$ cat config.mk
export PLATFORM = sky130hd
export DESIGN_NAME = move_collector_flat
export DESIGN_NICKNAME = d
export VERILOG_FILES = /design/src/rtl/move_collector_if.sv /design/src/rtl/move_collector.sv /design/src/flat_wrapper.sv
export SDC_FILE = /design/constraint.sdc
export NUM_CORES = 1
export LEC_CHECK = 0
export CAP_MARGIN = 10
export CORE_ASPECT_RATIO = 1.5
export CORE_MARGIN = 8
export CORE_UTILIZATION = 35
export CTS_BUF_LIST = sky130_fd_sc_hd__clkbuf_4 sky130_fd_sc_hd__clkbuf_8 sky130_fd_sc_hd__clkbuf_16
export DETAILED_ROUTE_END_ITERATION = 16
export HOLD_SLACK_MARGIN = 0.05
export PLACE_DENSITY_LB_ADDON = 0.05
export SLEW_MARGIN = 5
export SYNTH_ARGS = -nofsm -noshare
export SYNTH_HDL_FRONTEND = slang
export SYNTH_SLANG_ARGS = --single-unit
$ cat constraint.sdc
create_clock -name clk -period 6.7 [get_ports clk]
set_input_delay 1.34 -clock clk [delete_from_list [all_inputs] [get_ports clk]]
set_output_delay 1.34 -clock clk [all_outputs]
set_load 0.02 [all_outputs]
$ cat src/rtl/move_collector_if.sv
// Move-collector bus: square-array control/data plus the outgoing move stream.
// master = collector side, slave = board/consumer side. MOVE_COUNT_EN adds move_count.
interface move_collector_if;
  logic         start;
  logic         busy;
  logic         sq_reset;
  logic [63:0]  sq_done;
  logic [63:0]  sq_empty;
  logic [5:0]   sq_sel;
  logic         sq_rden;
  logic [151:0] sq_data;
  logic         mv_valid;
  logic         mv_ready;
  logic [18:0]  mv_data;
  logic         gen_done;
`ifdef MOVE_COUNT_EN
  logic [7:0]   move_count;
`endif

  modport master (
    input  start, sq_done, sq_empty, sq_data, mv_ready,
    output busy, sq_reset, sq_sel, sq_rden, mv_valid, mv_data, gen_done
`ifdef MOVE_COUNT_EN
    , output move_count
`endif
  );

  modport slave (
    output start, sq_done, sq_empty, sq_data, mv_ready,
    input  busy, sq_reset, sq_sel, sq_rden, mv_valid, mv_data, gen_done
`ifdef MOVE_COUNT_EN
    , input move_count
`endif
  );
endinterface

$ cat src/rtl/move_collector.sv
// Walks the 64 square units, drains each move FIFO word and streams its valid
// 19-bit moves (slot 7 first). MOVE_COUNT_EN adds a saturating move counter.
module move_collector (
  input  logic             clk,
  input  logic             reset,
  move_collector_if.master bus
);
  typedef enum logic [2:0] {IDLE, CLR, WAIT, SCAN, READ, LATCH, EMIT, FIN} state_e;

  state_e         st_q;
  logic [5:0]     idx_q;
  logic [2:0]     slot_q;
  logic [151:0]   word_q;
  logic           clr_cnt_q;
  logic           busy_q;
  logic           sq_reset_q;
  logic           sq_rden_q;
  logic           mv_valid_q;
  logic           gen_done_q;
  logic [18:0]    mv_data_q;
  logic [18:0]    slots [8];
  logic [2:0]     slot_d;
  logic           advance;

  genvar gi;
  generate
    for (gi = 0; gi < 8; gi++) begin : g_slot
      assign slots[gi] = word_q[19*gi +: 19];
    end
  endgenerate

  assign slot_d  = slot_q - 3'd1;
  // An invalid slot (mv_valid low) is consumed without waiting for mv_ready.
  assign advance = !mv_valid_q || bus.mv_ready;

`ifdef MOVE_COUNT_EN
  logic [7:0] count_q;
  assign bus.move_count = count_q;
`endif

  always_ff @(posedge clk or posedge reset) begin
    if (reset) begin
      st_q       <= IDLE;
      idx_q      <= 6'd0;
      slot_q     <= 3'd7;
      word_q     <= '0;
      clr_cnt_q  <= 1'b0;
      busy_q     <= 1'b0;
      sq_reset_q <= 1'b0;
      sq_rden_q  <= 1'b0;
      mv_valid_q <= 1'b0;
      gen_done_q <= 1'b0;
      mv_data_q  <= '0;
`ifdef MOVE_COUNT_EN
      count_q    <= 8'd0;
`endif
    end else begin
      sq_rden_q  <= 1'b0;
      gen_done_q <= 1'b0;
      case (st_q)
        IDLE: begin
          if (bus.start) begin
            st_q       <= CLR;
            busy_q     <= 1'b1;
            sq_reset_q <= 1'b1;
            clr_cnt_q  <= 1'b0;
            idx_q      <= 6'd0;
`ifdef MOVE_COUNT_EN
            count_q    <= 8'd0;
`endif
          end
        end
        CLR: begin
          idx_q <= 6'd0;
          if (clr_cnt_q) begin
            st_q       <= WAIT;
            sq_reset_q <= 1'b0;
          end else begin
            clr_cnt_q <= 1'b1;
          end
        end
        WAIT: begin
          if (&bus.sq_done) st_q <= SCAN;
        end
        SCAN: begin
          if (!bus.sq_empty[idx_q]) begin
            st_q      <= READ;
            sq_rden_q <= 1'b1;
          end else if (idx_q == 6'd63) begin
            st_q       <= FIN;
            gen_done_q <= 1'b1;
          end else begin
            idx_q <= idx_q + 6'd1;
          end
        end
        READ: st_q <= LATCH;
        LATCH: begin
          // FIFO q is valid now, one cycle after the read strobe.
          word_q     <= bus.sq_data;
          slot_q     <= 3'd7;
          mv_valid_q <= !bus.sq_data[151];
          mv_data_q  <= bus.sq_data[151:133];
          st_q       <= EMIT;
        end
        EMIT: begin
          if (advance) begin
`ifdef MOVE_COUNT_EN
            if (mv_valid_q && count_q != 8'hFF) count_q <= count_q + 8'd1;
`endif
            if (slot_q == 3'd0) begin
              st_q       <= SCAN;
              slot_q     <= 3'd7;
              mv_valid_q <= 1'b0;
              mv_data_q  <= '0;
            end else begin
              slot_q     <= slot_d;
              mv_valid_q <= !slots[slot_d][18];
              mv_data_q  <= slots[slot_d];
            end
          end
        end
        FIN: begin
          st_q   <= IDLE;
          busy_q <= 1'b0;
        end
        default: st_q <= IDLE;
      endcase
    end
  end

  assign bus.busy     = busy_q;
  assign bus.sq_reset = sq_reset_q;
  assign bus.sq_sel   = idx_q;
  assign bus.sq_rden  = sq_rden_q;
  assign bus.mv_valid = mv_valid_q;
  assign bus.mv_data  = mv_data_q;
  assign bus.gen_done = gen_done_q;
endmodule
$ cat src/flat_wrapper.sv
// flat-port wrapper written by rule: the top's interface ports become plain ports
module move_collector_flat 
  (clk, reset, bus_start, bus_sq_done, bus_sq_empty, bus_sq_data, bus_mv_ready, bus_busy, bus_sq_reset, bus_sq_sel, bus_sq_rden, bus_mv_valid, bus_mv_data, bus_gen_done);
  move_collector_if bus_i ();
  input  logic clk;
  input  logic reset;
  input wire logic [$bits(bus_i.start)-1:0] bus_start;
  input wire logic [$bits(bus_i.sq_done)-1:0] bus_sq_done;
  input wire logic [$bits(bus_i.sq_empty)-1:0] bus_sq_empty;
  input wire logic [$bits(bus_i.sq_data)-1:0] bus_sq_data;
  input wire logic [$bits(bus_i.mv_ready)-1:0] bus_mv_ready;
  output wire logic [$bits(bus_i.busy)-1:0] bus_busy;
  output wire logic [$bits(bus_i.sq_reset)-1:0] bus_sq_reset;
  output wire logic [$bits(bus_i.sq_sel)-1:0] bus_sq_sel;
  output wire logic [$bits(bus_i.sq_rden)-1:0] bus_sq_rden;
  output wire logic [$bits(bus_i.mv_valid)-1:0] bus_mv_valid;
  output wire logic [$bits(bus_i.mv_data)-1:0] bus_mv_data;
  output wire logic [$bits(bus_i.gen_done)-1:0] bus_gen_done;
  assign bus_i.start = bus_start;
  assign bus_i.sq_done = bus_sq_done;
  assign bus_i.sq_empty = bus_sq_empty;
  assign bus_i.sq_data = bus_sq_data;
  assign bus_i.mv_ready = bus_mv_ready;
  assign bus_busy = bus_i.busy;
  assign bus_sq_reset = bus_i.sq_reset;
  assign bus_sq_sel = bus_i.sq_sel;
  assign bus_sq_rden = bus_i.sq_rden;
  assign bus_mv_valid = bus_i.mv_valid;
  assign bus_mv_data = bus_i.mv_data;
  assign bus_gen_done = bus_i.gen_done;
  move_collector u_core (.clk(clk), .reset(reset), .bus(bus_i));
endmodule
# Yosys cells after proc, flatten, opt, wreduce, memory -nomap -nowiden
# Cells that the tools add are included.
[word_totals]
input_bits = 284
out_inout_bits = 30
register_bits = 189
[op_classes]
add_sub_neg = 2
n_lt_le_gt_ge = 2
n_mux = 37
eq_ne = 16
reduce_logical = 17
bitwise = 1
[ops]
columns = ["op", "count"]
rows = [
  ["two-way mux 19 bit", 4],
  ["AND reduction 64 bit", 1],
  ["binary-select mux 19 bit (select 3 bit)", 1],
  ["case mux 19 bit (2 select lines)", 1],
  ["two-way mux 3 bit", 9],
  ["case mux 3 bit (8 select lines)", 1],
  ["two-way mux 6 bit", 3],
  ["case mux 6 bit (3 select lines)", 1],
  ["== test 3 bit, second input constant", 4],
  ["two-way mux 1 bit", 11],
  ["!= test 2 x 1 -> 1 bit, second input constant", 5],
  ["case mux 1 bit (2 select lines)", 4],
  ["less-than comparator 6 x 7 -> 1 bit, second input constant", 1],
  ["adder 6 x 1 -> 6 bit, second input constant", 1],
  ["binary-select mux 1 bit (select 6 bit)", 1],
  ["== test 3 x 2 -> 1 bit, second input constant", 2],
  ["== test 6 bit, second input constant", 1],
  ["zero test 3 bit", 2],
  ["case mux 3 bit (2 select lines)", 1],
  ["AND reduction 2 bit", 3],
  ["AND reduction 6 bit", 1],
  ["nonzero test 2 bit", 3],
  ["greater-or-equal comparator 4 bit, second input constant", 1],
  ["!= test 2 bit, second input constant", 2],
  ["other kinds (9)", 11],
]

# Logic depth before layout (Yosys ltp)
[depth]
word_depth = 9
depth_mapped = 11
ltp_nobuf = 7

# Least setup slack after synthesis
# Ideal clock, no wire load.
[synth_timing]
path_kind = "register to register"
start = "register u_core.slot_q[0]"
end = "register u_core.mv_data_q[10] (netlist: u_core.bus.mv_data[10])"
path_stages_with_launch = 12
required_ps = 6563
slack_ps = 3661
arrival_ps = 2902
path_buffers = 4
setup_time_ps = 137
cell_sequence = "dfstp_2 > clkbuf_1 > clkbuf_1 > inv_1 > ha_1 > clkbuf_1 > clkbuf_1 > mux4_2 > nand2_1 > a21oi_1 > a21oi_1 > a21oi_1"
[synth_via]
elab_chain_cells = 8
word_cells_on_any_way = 9
[synth_lines]
columns = ["item", "line_no", "rtl"]
rows = [
  ["start: declaration", "move_collector.sv:12", "logic [2:0] slot_q;"],
  ["start signal: assignment", "move_collector.sv:116", "slot_q <= slot_d;"],
  ["subtractor 3 x 1 -> 3 bit", "move_collector.sv:32", "assign slot_d = slot_q - 3'd1;"],
  ["NOT 3 -> 4 bit (implied by the code)", "move_collector.sv:118", "mv_data_q <= slots[slot_d];"],
  ["binary-select mux 19 bit (select 3 bit)", "move_collector.sv:118", ""],
  ["two-way mux 19 bit (implied by the code) (2 in a row)", "move_collector.sv:118", ""],
  ["two-way mux 19 bit (*)", "move_collector.sv:110", "if (slot_q == 3'd0) begin"],
  ["two-way mux 19 bit (*)", "move_collector.sv:106", "if (advance) begin"],
  ["case mux 19 bit (2 select lines) (*)", "move_collector.sv:60", "case (st_q)"],
  ["end signal: assignment", "move_collector.sv:102", "mv_data_q <= bus.sq_data[151:133];"],
  ["end signal: assignment", "move_collector.sv:118", ""],
  ["end: declaration", "move_collector.sv:20", "logic [18:0] mv_data_q;"],
]
# Every way passes the cells marked *; elsewhere a longest branch is shown, timed or not. The select of a mux whose other input is x is not followed.
# A chain may end at the register's enable or synchronous reset.

# Worst setup path in the final report
[layout_timing]
start = "register u_core.idx_q[1] (netlist: u_core.bus.sq_sel[1])"
end = "output port bus_sq_sel[1]"
[layout_lines]
columns = ["item", "line_no", "rtl"]
rows = [
  ["start: declaration", "move_collector.sv:11", "logic [5:0] idx_q;"],
  ["start signal: assignment", "move_collector.sv:93", "idx_q <= idx_q + 6'd1;"],
  ["end: declaration", "flat_wrapper.sv:14", "output wire logic [$bits(bus_i.sq_sel)-1:0] bus_sq_sel;"],
]
# No word-level cell between the ends.

==> flow_summary.toml <==
[worst_setup_path]
cp_top_family = "flip-flops"
r2r_cells = 8
crit_buf_inv = 1
crit_path_start_kind = "flop"
crit_chain = "clkdlybuf4s50_1"
crit_slowest_cell = "dfrtp_1"
required_ps = 5360
worstPathArrival_ps = 2150
r2r_slack_ps = 3240
path_class = "flop to output port"
critPathCaptureType = "output port"
slowest_delay_ps = 960
rr_startpoint = "u_core.slot_q[0]"
rr_endpoint = "u_core.bus.mv_data[11]"
cp_max_fo = 22

[layout]
final_common_cell = "clkdlybuf4s50_1"
nNetsFinal = 1294
area_growth_pct = 43.4
final_cell_mix = "clkdlybuf4s50_1 (313), dfrtp_1 (186), mux2_2 (156), a21oi_1 (62), nand2_1 (53)"
drive_gt1_share_pct = 26.4

[clock_tree]
clkTransAtPathRegs_ps = 70
htree_levels = 4
postCtsSetupRepairBufs = 0
cts_buffers = 17
cts_hold_buf = 0
clk_latency_ps = 430
cts_tree = "built"
cts_resized = 0
clk_path_buf_depth = 2
ctsRootBufferMaster = "clkbuf_16"
clock-sinks = 189

[timing]
max-slew-margin-rel_pct = 30.9
setup_tns_ps = 0
max_freq_ghz = 0.287
tightest_slew_ps = 1030
final_max_slew_viol_count = 0
finalSetupViolCount = 0
period_share_pct = 52.1
whs_ps = 500
skew_ps = 9.58
rsz0062_at_grt = "no"
hold_violations = 0
period_needed_ps = 3490

[floorplan]
core_area_mm2 = 0.0265
die_area_mm2 = 0.0325
die_height_um = 217
ios = 314
rows = 73
start_util_pct = 35.6
fp.dieW_um = 150

[logic_synthesis]
synth_enable_flop_cells = 0
syn-instance-count = 714
ys_seq_area_share_pct = 50.2
ys_ff_latch = 189
synth_top_area_cell = "dfrtp_1"
synth_area_leaders = "dfrtp_1 (49%), mux2_2 (19%), mux4_2 (11%), a21oi_1 (3.3%), nand2_1 (2.1%)"
syn_avg_cell_area_um2 = 13.2
synthDistinctLibCells = 62
ys_warn_count = 0
synth_top_area_share_pct = 49.4
synthesis.nets = 1001
async_reset_ff_share_pct = 100
ys.flop_type = "dfrtp_1"
syn_area_mm2 = 0.00942

[global_routing]
antenna_found_initial = 1
grt_usage_pct = 17.8
grt_pass1_vias = 7723
grt_start_max_net_pins = 78
grt_pass1_wl_um = 44600
grt_overflow = 0

[pwr]
p_leak_uw = 0.00531
power_density_mw_per_mm2 = 400
ir_drop_mv = 0.229

[routing]
dr.pass1.iters = 5
wire_per_inst_um = 21.2
num_vias = 6905
drc = 0
totalWireLength_um = 28800
vias_per_cell = 5.08
drtIter0Drc = 307
postRouteAntennaNets = 0

[min_path]
holdPathEnd = "u_core.word_q[84]"
hold_start = "u_core.word_q[84]"
hold_depth = 1
hold_path.class = "flop to flop"

[flow_run]
maxCapViolations = 0

[placement]
place_congestion = 0.782
dpl.hpwl_um = 21500
portBuffers = 313

[status]
status = "complete, no violations"
==> final cells by class <==
| type | instances | area, µm² |
|---|---|---|
| inverters | 9 | 41.3 |
| well taps | 337 | 422 |
| fillers | 2356 | 13000 |
| multi-input cells | 469 | 4440 |
| repair buffers | 321 | 3190 |
| clock buffers | 17 | 425 |
| diodes | 2 | 5.00 |
| flip-flops and latches | 189 | 4740 |
| clock inverters | 15 | 244 |
==> through the flow <==
| step | util, % | instances | cell area (µm²) | power (µW) | setup WS [ps] |
|---|---|---|---|---|---|
| global placement | 48.5 | 1325 | 12800 | 4290 | 3040 |
| floorplan | - | 714 | 9420 | 3560 | 223 |
| CTS | 51.0 | 1357 | 13500 | 5490 | 3140 |
| detailed placement | 48.5 | 1325 | 12800 | 4320 | 3040 |
| finish | 51.0 | 1359 | 13500 | 5410 | 3210 |
| global route | 51.0 | 1358 | 13500 | 5770 | 2950 |
==> power by group <==
part / leakage, µW / total [µW] / internal, µW / switching [µW]
Combinational: 0.00280 / 2140 / 1270 / 865
Sequential: 0.00220 / 2120 / 1710 / 405
Clock: 0.000308 / 1150 / 700 / 451
Total: 0.00531 / 5410 / 3690 / 1720
==> registers in the layout, indices dropped and copies added, names as in the netlist <==
signal / cells
u_core.bus.sq_sel: 6
u_core.bus.sq_rden: 1
u_core.clr_cnt_q: 1
u_core.bus.mv_data: 19
u_core.bus.busy: 1
u_core.bus.mv_valid: 1
u_core.slot_q: 3
u_core.st_q: 3
u_core.bus.gen_done: 1
u_core.word_q: 152
u_core.bus.sq_reset: 1
==> per-layer routing <==
layer / up-vias / GRT usage, % / routed length [µm] / part of all wire [%]
met3: 15 / 4.78 / 1920 / 6.7
li1: 3254 / - / - / -
met2: 214 / 31.6 / 15100 / 52
met4: 0 / 4.18 / 316 / 1.1
met5: - / 0 / 0 / 0
met1: 3422 / 20.9 / 11500 / 40
==> cell usage after synthesis (4+ instances only) <==
library cell and instances:
a21oi_1 62, or2_2 4, mux2i_1 4, clkbuf_1 33, and3_1 4, buf_2 6
buf_6 5, mux2_2 156, nor2b_1 4, nand2b_1 4, inv_1 8, nor4_1 7
mux4_2 47, o21ai_0 8, nand4_1 18, nand2_1 53, dfrtp_1 186, nor2_1 32
nand3_1 10
==> worst max path at each step <==
stage,end,slack [ps],start,cells after the start
CTS,u_core.bus.mv_data[10],3140,u_core.slot_q[0],8
global placement,u_core.bus.sq_sel[2],3040,bus_sq_empty[31],7
floorplan,u_core.bus.busy,220,reset,1
global route,u_core.bus.mv_data[7],2950,u_core.slot_q[0],8
finish,bus_sq_sel[1],3210,u_core.bus.sq_sel[1],1
detailed placement,u_core.bus.sq_sel[2],3040,bus_sq_empty[31],7
==> cell families after synthesis <==
kind of cell | Yosys count | synth area share, %
DFF | 189 | 50.2
and+or+nand+nor | 153 | 8.05
adders and majority gates | 3 | 0.398
xor gates and xnor gates | 2 | 0.186
AOI/OAI and AO/OA | 101 | 6.96
muxes | 210 | 31.1
buffers and inverters | 56 | 3.03
Note: power is estimated with default switching activity, not from simulation.
